`src/rtl/div_iter_if.sv`:
```
// div_iter_if -- request/response bundle for the iterative divider.
//   master: requester (execute stage / hazard unit side)
//     drives  in_valid, sign, srca, srcb, flush
//     samples out_valid, hi, lo
//   slave : div_iter
//     samples in_valid, sign, srca, srcb, flush
//     drives  out_valid, hi (remainder), lo (quotient)
interface div_iter_if;
  logic        in_valid;
  logic        sign;
  logic [31:0] srca;
  logic [31:0] srcb;
  logic        flush;
  logic        out_valid;
  logic [31:0] hi;
  logic [31:0] lo;

  modport master (
    output in_valid, sign, srca, srcb, flush,
    input  out_valid, hi, lo
  );

  modport slave (
    input  in_valid, sign, srca, srcb, flush,
    output out_valid, hi, lo
  );
endinterface

```
`src/rtl/div_iter.sv`:
```
// div_iter -- 32-bit iterative restoring divider (DIV / DIVU).
//   clk : rising-edge clock for all state
//   rst : asynchronous, active-high reset
//   bus : div_iter_if.slave
//         in_valid/sign/srca/srcb/flush in, out_valid/hi/lo out
//         (hi = remainder, lo = quotient)
// One request is accepted in IDLE, 32 BUSY cycles do one quotient bit each,
// and out_valid pulses for one cycle in DONE. All outputs come straight from
// registers, so there is no input-to-output combinational path.
module div_iter (
  input  logic      clk,
  input  logic      rst,
  div_iter_if.slave bus
);

  typedef enum logic [1:0] {
    IDLE = 2'd0,
    BUSY = 2'd1,
    DONE = 2'd2
  } state_t;

  state_t      state_reg, state_next;
  logic [5:0]  count_reg;
  logic [63:0] rq_reg;        // {partial remainder, quotient}
  logic [31:0] divisor_reg;
  logic        q_neg_reg;
  logic        r_neg_reg;
  logic        dz_reg;
  logic [31:0] hi_reg;
  logic [31:0] lo_reg;
  logic        out_valid_reg;

  logic        accept;
  logic        last_step;
  logic [31:0] mag_a;
  logic [31:0] mag_b;
  logic [32:0] partial;
  logic        ge;
  logic [31:0] rem_sub;
  logic [63:0] rq_step;
  logic [31:0] q_fix;
  logic [31:0] r_fix;

  // Two's-complement magnitude; 0x80000000 maps onto itself, which is the
  // right unsigned magnitude for the most negative value.
  always_comb begin
    mag_a = (bus.sign && bus.srca[31]) ? (~bus.srca + 32'd1) : bus.srca;
    mag_b = (bus.sign && bus.srcb[31]) ? (~bus.srcb + 32'd1) : bus.srcb;
  end

  // One restoring step. After the left shift the upper 33 bits of the
  // 65-bit value are rq_reg[63:31]; when the divisor fits, the difference is
  // below 2^32 so a 32-bit subtraction is exact.
  always_comb begin
    partial = rq_reg[63:31];
    ge      = (partial >= {1'b0, divisor_reg});
    rem_sub = partial[31:0] - divisor_reg;
    rq_step = ge ? {rem_sub, rq_reg[30:0], 1'b1}
                 : {partial[31:0], rq_reg[30:0], 1'b0};
  end

  // Sign fixup applied to the result of the final step.
  // A zero divisor leaves the dividend magnitude in the remainder and all
  // ones in the quotient; negating that remainder by the dividend's sign
  // rebuilds the original srca exactly, so hi needs no special case and only
  // lo is forced.
  always_comb begin
    q_fix = q_neg_reg ? (~rq_step[31:0] + 32'd1)  : rq_step[31:0];
    r_fix = r_neg_reg ? (~rq_step[63:32] + 32'd1) : rq_step[63:32];
  end

  // Next-state logic. flush overrides everything, including DONE.
  always_comb begin
    state_next = state_reg;
    accept     = 1'b0;
    last_step  = 1'b0;
    if (bus.flush) begin
      state_next = IDLE;
    end else begin
      unique case (state_reg)
        IDLE: begin
          if (bus.in_valid) begin
            accept     = 1'b1;
            state_next = BUSY;
          end
        end
        BUSY: begin
          if (count_reg == 6'd31) begin
            last_step  = 1'b1;
            state_next = DONE;
          end
        end
        DONE: state_next = IDLE;
        default: state_next = IDLE;
      endcase
    end
  end

  always_ff @(posedge clk or posedge rst) begin
    if (rst) begin
      state_reg <= IDLE;
    end else begin
      state_reg <= state_next;
    end
  end

  always_ff @(posedge clk or posedge rst) begin
    if (rst) begin
      count_reg     <= 6'd0;
      rq_reg        <= 64'd0;
      divisor_reg   <= 32'd0;
      q_neg_reg     <= 1'b0;
      r_neg_reg     <= 1'b0;
      dz_reg        <= 1'b0;
      hi_reg        <= 32'd0;
      lo_reg        <= 32'd0;
      out_valid_reg <= 1'b0;
    end else begin
      // Registered one cycle ahead so out_valid is high exactly in DONE.
      out_valid_reg <= last_step;

      if (accept) begin
        count_reg   <= 6'd0;
        rq_reg      <= {32'd0, mag_a};
        divisor_reg <= mag_b;
        q_neg_reg   <= bus.sign & (bus.srca[31] ^ bus.srcb[31]);
        r_neg_reg   <= bus.sign & bus.srca[31];
        dz_reg      <= (bus.srcb == 32'd0);
      end else if (bus.flush) begin
        count_reg <= 6'd0;
      end else if (state_reg == BUSY) begin
        count_reg <= count_reg + 6'd1;
        rq_reg    <= rq_step;
      end

      if (last_step) begin
        lo_reg <= dz_reg ? 32'hFFFF_FFFF : q_fix;
        hi_reg <= r_fix;
      end
    end
  end

  assign bus.out_valid = out_valid_reg;
  assign bus.hi        = hi_reg;
  assign bus.lo        = lo_reg;

endmodule
```
`src/flat_wrapper.sv`:
```
// flat-port wrapper written by rule: the top's interface ports become plain ports
module div_iter_flat 
  (clk, rst, bus_in_valid, bus_sign, bus_srca, bus_srcb, bus_flush, bus_out_valid, bus_hi, bus_lo);
  div_iter_if bus_i ();
  input  logic clk;
  input  logic rst;
  input wire logic [$bits(bus_i.in_valid)-1:0] bus_in_valid;
  input wire logic [$bits(bus_i.sign)-1:0] bus_sign;
  input wire logic [$bits(bus_i.srca)-1:0] bus_srca;
  input wire logic [$bits(bus_i.srcb)-1:0] bus_srcb;
  input wire logic [$bits(bus_i.flush)-1:0] bus_flush;
  output wire logic [$bits(bus_i.out_valid)-1:0] bus_out_valid;
  output wire logic [$bits(bus_i.hi)-1:0] bus_hi;
  output wire logic [$bits(bus_i.lo)-1:0] bus_lo;
  assign bus_i.in_valid = bus_in_valid;
  assign bus_i.sign = bus_sign;
  assign bus_i.srca = bus_srca;
  assign bus_i.srcb = bus_srcb;
  assign bus_i.flush = bus_flush;
  assign bus_out_valid = bus_i.out_valid;
  assign bus_hi = bus_i.hi;
  assign bus_lo = bus_i.lo;
  div_iter u_core (.clk(clk), .rst(rst), .bus(bus_i));
endmodule
```
`config.mk`:
```
export PLATFORM = sky130hd
export DESIGN_NAME = div_iter_flat
export DESIGN_NICKNAME = d
export VERILOG_FILES = /design/src/rtl/div_iter_if.sv /design/src/rtl/div_iter.sv /design/src/flat_wrapper.sv
export SDC_FILE = /design/constraint.sdc
export NUM_CORES = 1
export LEC_CHECK = 0
export ABC_AREA = 1
export CORE_MARGIN = 2
export CORE_UTILIZATION = 35
export DETAILED_ROUTE_END_ITERATION = 12
export GPL_TIMING_DRIVEN = 0
export PLACE_DENSITY_LB_ADDON = 0.15
export SLEW_MARGIN = 20
export SYNTH_ARGS = -nofsm -noshare
export SYNTH_HDL_FRONTEND = slang
export SYNTH_SLANG_ARGS = --single-unit
```
`constraint.sdc`:
```
create_clock -name clk -period 19 [get_ports clk]
set_clock_uncertainty 0.15 [all_clocks]
set_input_delay 3.8 -clock clk [delete_from_list [all_inputs] [get_ports clk]]
set_output_delay 3.8 -clock clk [all_outputs]
set_load 0.005 [all_outputs]
```
==> run metrics <==
status=finished, final reports clean; storage element area=4300 sq um; largest net degree at the start of global routing=91; power share of the clock group=14.5%; Main synth FF type=dfrtp_1; Power Internal=1.12 mW; max FFs per register=64; mux contribution to synthesized area=0%; setup bufs post-CTS=0; count of final setup violators=0; max-capacitance violation count=0; Final Critical Period=6.94 ns; Worst Hold End=u_core.bus.hi[25]; area of the multi-input gates=7190 sq um; Tot GR Track Use=23.9%; Least-Margin Pin Slew=0.796 ns; Worst R2R Start=u_core.divisor_reg[21]; Max Root-Sink Buffers=2; wire per inst=17.2 microns; Hold-fix buffers, CTS=0; CP startpoint=bus_flush; XOR/XNOR Fraction of Synth Area=4.82%; Die Span Y=196 microns; Adder-Cell Fraction of Synth Area=3.75%; CP Class=primary input to flop; Crit path required time=19.24 ns; layout cells sized above 1=5.84%; die area=38400 sq um; gpl congestion=0.941; Core Area=36400 sq um; Layout fillers=3871; starting density of the core=35.4%; CP Max Fanout=10; root buffer cell=clkbuf_16; clock slew at reported path FFs=0.09 ns; Syn Area/Cell=6.58 sq um; switching pwr=1.32 mW; Final #Nets=2219; HP Class=flop to flop; Peak Freq=0.144 GHz; Final Hold Fails=0; type of origin of the critical path=primary input; kind of end point of the critical path=flop; Synth async-reset ratio=100%; Mapped Cells=1959; max-slew violation count=0; first-pass GRT wire length=70400 microns; reg2reg path depth=25; power per cell area=158 nW/um^2; via total after detailed routing=13090; cell area after synthesis=12900 sq um; Detailed Place HPWL=36600 microns; count of input and output buffers=133; num ports=134; grt total ovfl=0; DR iter-0 viols=911; Tcrit/Tclk final=36.5%; Hold Path Depth=2; sequential cell area fraction in the yosys report=33.4%; sequential power share=21.0%; worst setup margin=12.06 ns; clk sinks=172; Synth Area in Simple Gates=34.7%; Slew headroom=46.7%; Max VDD drop=0.0797 mV; TritonCTS Buffers=17; initial antenna violation count=2; Layout area overhead=19.6%; Pleak=7.64 nW; Synth Area in Compound Gates=12.5%; DRT Pass-1 Iters=6; die width=196 microns; TritonCTS clock tree=yes; clk_lat worst skew=0.46 ns; R2R Setup Slk=14.31 ns; combinational family with the most area after synthesis=simple AND/OR/NAND/NOR gates; Place WS=11.52 ns; # DRC=0; Routed Antenna Nets=0; vias in the first global route=12714; Synth Warn #=0; post-DR vias/cell=5.05; worst hold start=u_core.bus.hi[25]; reg2reg end=u_core.bus.lo[28]; Diodes inserted=0; Final TNS setup=0 ns; EDFF count, synth=0; post-synth cell types=48; htree depth=4; CP Data Arrival Time=7.18 ns; final WL=44700 microns; RSZ-0062 raised after global routing=no; row cnt=70; register bit total from synthesis=172; syn nets=2066; Switching Share=54.2%; PostCTS Resize Cnt=0; Gate power share=64.5%
layout make-up:
| cell class | count | area share (%) |
|---|---|---|
| buffer | 61 | 1.95 |
| timing repair buffer | 134 | 8.81 |
| tap | 468 | 3.80 |
| inverter | 291 | 7.13 |
| clock buffer | 18 | 2.85 |
| sequential | 172 | 27.9 |
| clock inverter | 14 | 0.893 |
| multi-input combinational | 1435 | 46.7 |
placed cells by master, fill, tap and decap left out, types with 4 or more instances in the layout:
cell type,count
a21oi_1,45
a31oi_1,12
a32o_1,8
buf_1,6
buf_6,7
clkbuf_1,43
clkbuf_16,17
clkdlybuf4s50_1,133
clkinv_2,5
dfrtp_1,172
ha_1,37
inv_1,278
inv_2,9
nand2_1,587
nand2_2,21
nand3_1,145
nand3_2,7
nand3b_1,8
nand4_1,15
nor2_1,192
nor2_2,20
nor2_4,5
nor3_1,27
nor4_1,4
o211ai_1,5
o21ai_0,142
o21ai_1,11
o21ai_2,4
o221ai_1,14
o22ai_1,21
o31ai_1,8
or2_2,5
xnor2_1,11
xor2_1,60
through the flow:
step	hold slack (ns)	std cells	util [%]	cell area, sq um	total power [mW]
after floorplan	0.303	1959	-	12900	1.63
after global placement	0.315	2560	40.6	14800	2.07
after detailed placement	0.320	2561	40.7	14800	2.08
after CTS	0.337	2593	42.3	15400	2.44
after global routing	0.364	2593	42.3	15400	2.67
final	0.330	2593	42.3	15400	2.44
worst max-delay path, stage by stage:
cell and delay (ns):
clkdlybuf4s50_1 0.49, clkinv_1 0.21, nand3_1 0.53, inv_2 0.44, nor2_1 0.18, inv_1 0.21, clkbuf_1 0.35, buf_1 0.51
o221ai_1 0.33, nand2_1 0.12
power by group through the flow:
stage | logic (mW) | registers [mW] | clock network [mW]
CTS | 1.57 | 0.511 | 0.362
global placement | 1.56 | 0.517 | 0
global route | 1.78 | 0.519 | 0.375
floorplan | 1.15 | 0.483 | 0
finish | 1.58 | 0.513 | 0.355
detailed placement | 1.56 | 0.518 | 0
cell families (layout without fill, tap and decap cells):
logic type / after synthesis / count (layout)
AO/OA/AOI/OAI: 280 / 280
XOR/XNOR: 71 / 71
adder cells (fa/ha/maj): 38 / 38
buffers and inverters: 352 / 518
flip-flops: 172 / 172
AND/OR/NAND/NOR: 1046 / 1046
layer usage:
layer  vias up  GRT usage [%]  part of all wire [%]
met4         2           7.55                   2.4
met1      6118           31.2                    46
met5         -              0                 0.029
met3        53           2.34                   3.5
met2       355           41.8                    48
li1       6562              -                     -
synth_stat cells (9+ instances only):
cell | count | share of area, %
clkbuf_1 | 43 | 1.3
inv_1 | 279 | 8.1
nand4_1 | 15 | 0.73
nand2_2 | 21 | 1.0
ha_1 | 37 | 3.6
xnor2_1 | 11 | 0.75
inv_2 | 9 | 0.26
o22ai_1 | 21 | 1.0
nand2_1 | 587 | 17
o221ai_1 | 14 | 0.95
o21ai_1 | 11 | 0.43
nor3_1 | 27 | 1.0
a31oi_1 | 12 | 0.58
nor2_1 | 192 | 5.6
dfrtp_1 | 172 | 33
a21oi_1 | 45 | 1.7
o21ai_0 | 142 | 5.5
xor2_1 | 60 | 4.1
nor2_2 | 20 | 0.97
nand3_1 | 145 | 5.6
worst max-delay path by stage:
| stage | to | depth (start not counted) |
|---|---|---|
| final | u_core.rq_reg[5] | 10 |
| after global routing | u_core.rq_reg[5] | 10 |
| after CTS | u_core.rq_reg[5] | 10 |
| after detailed placement | u_core.rq_reg[5] | 10 |
| after global placement | u_core.bus.hi[14] | 2 |
| after floorplan | u_core.bus.hi[0] | 1 |
Note: power is estimated with default switching activity, not from simulation.
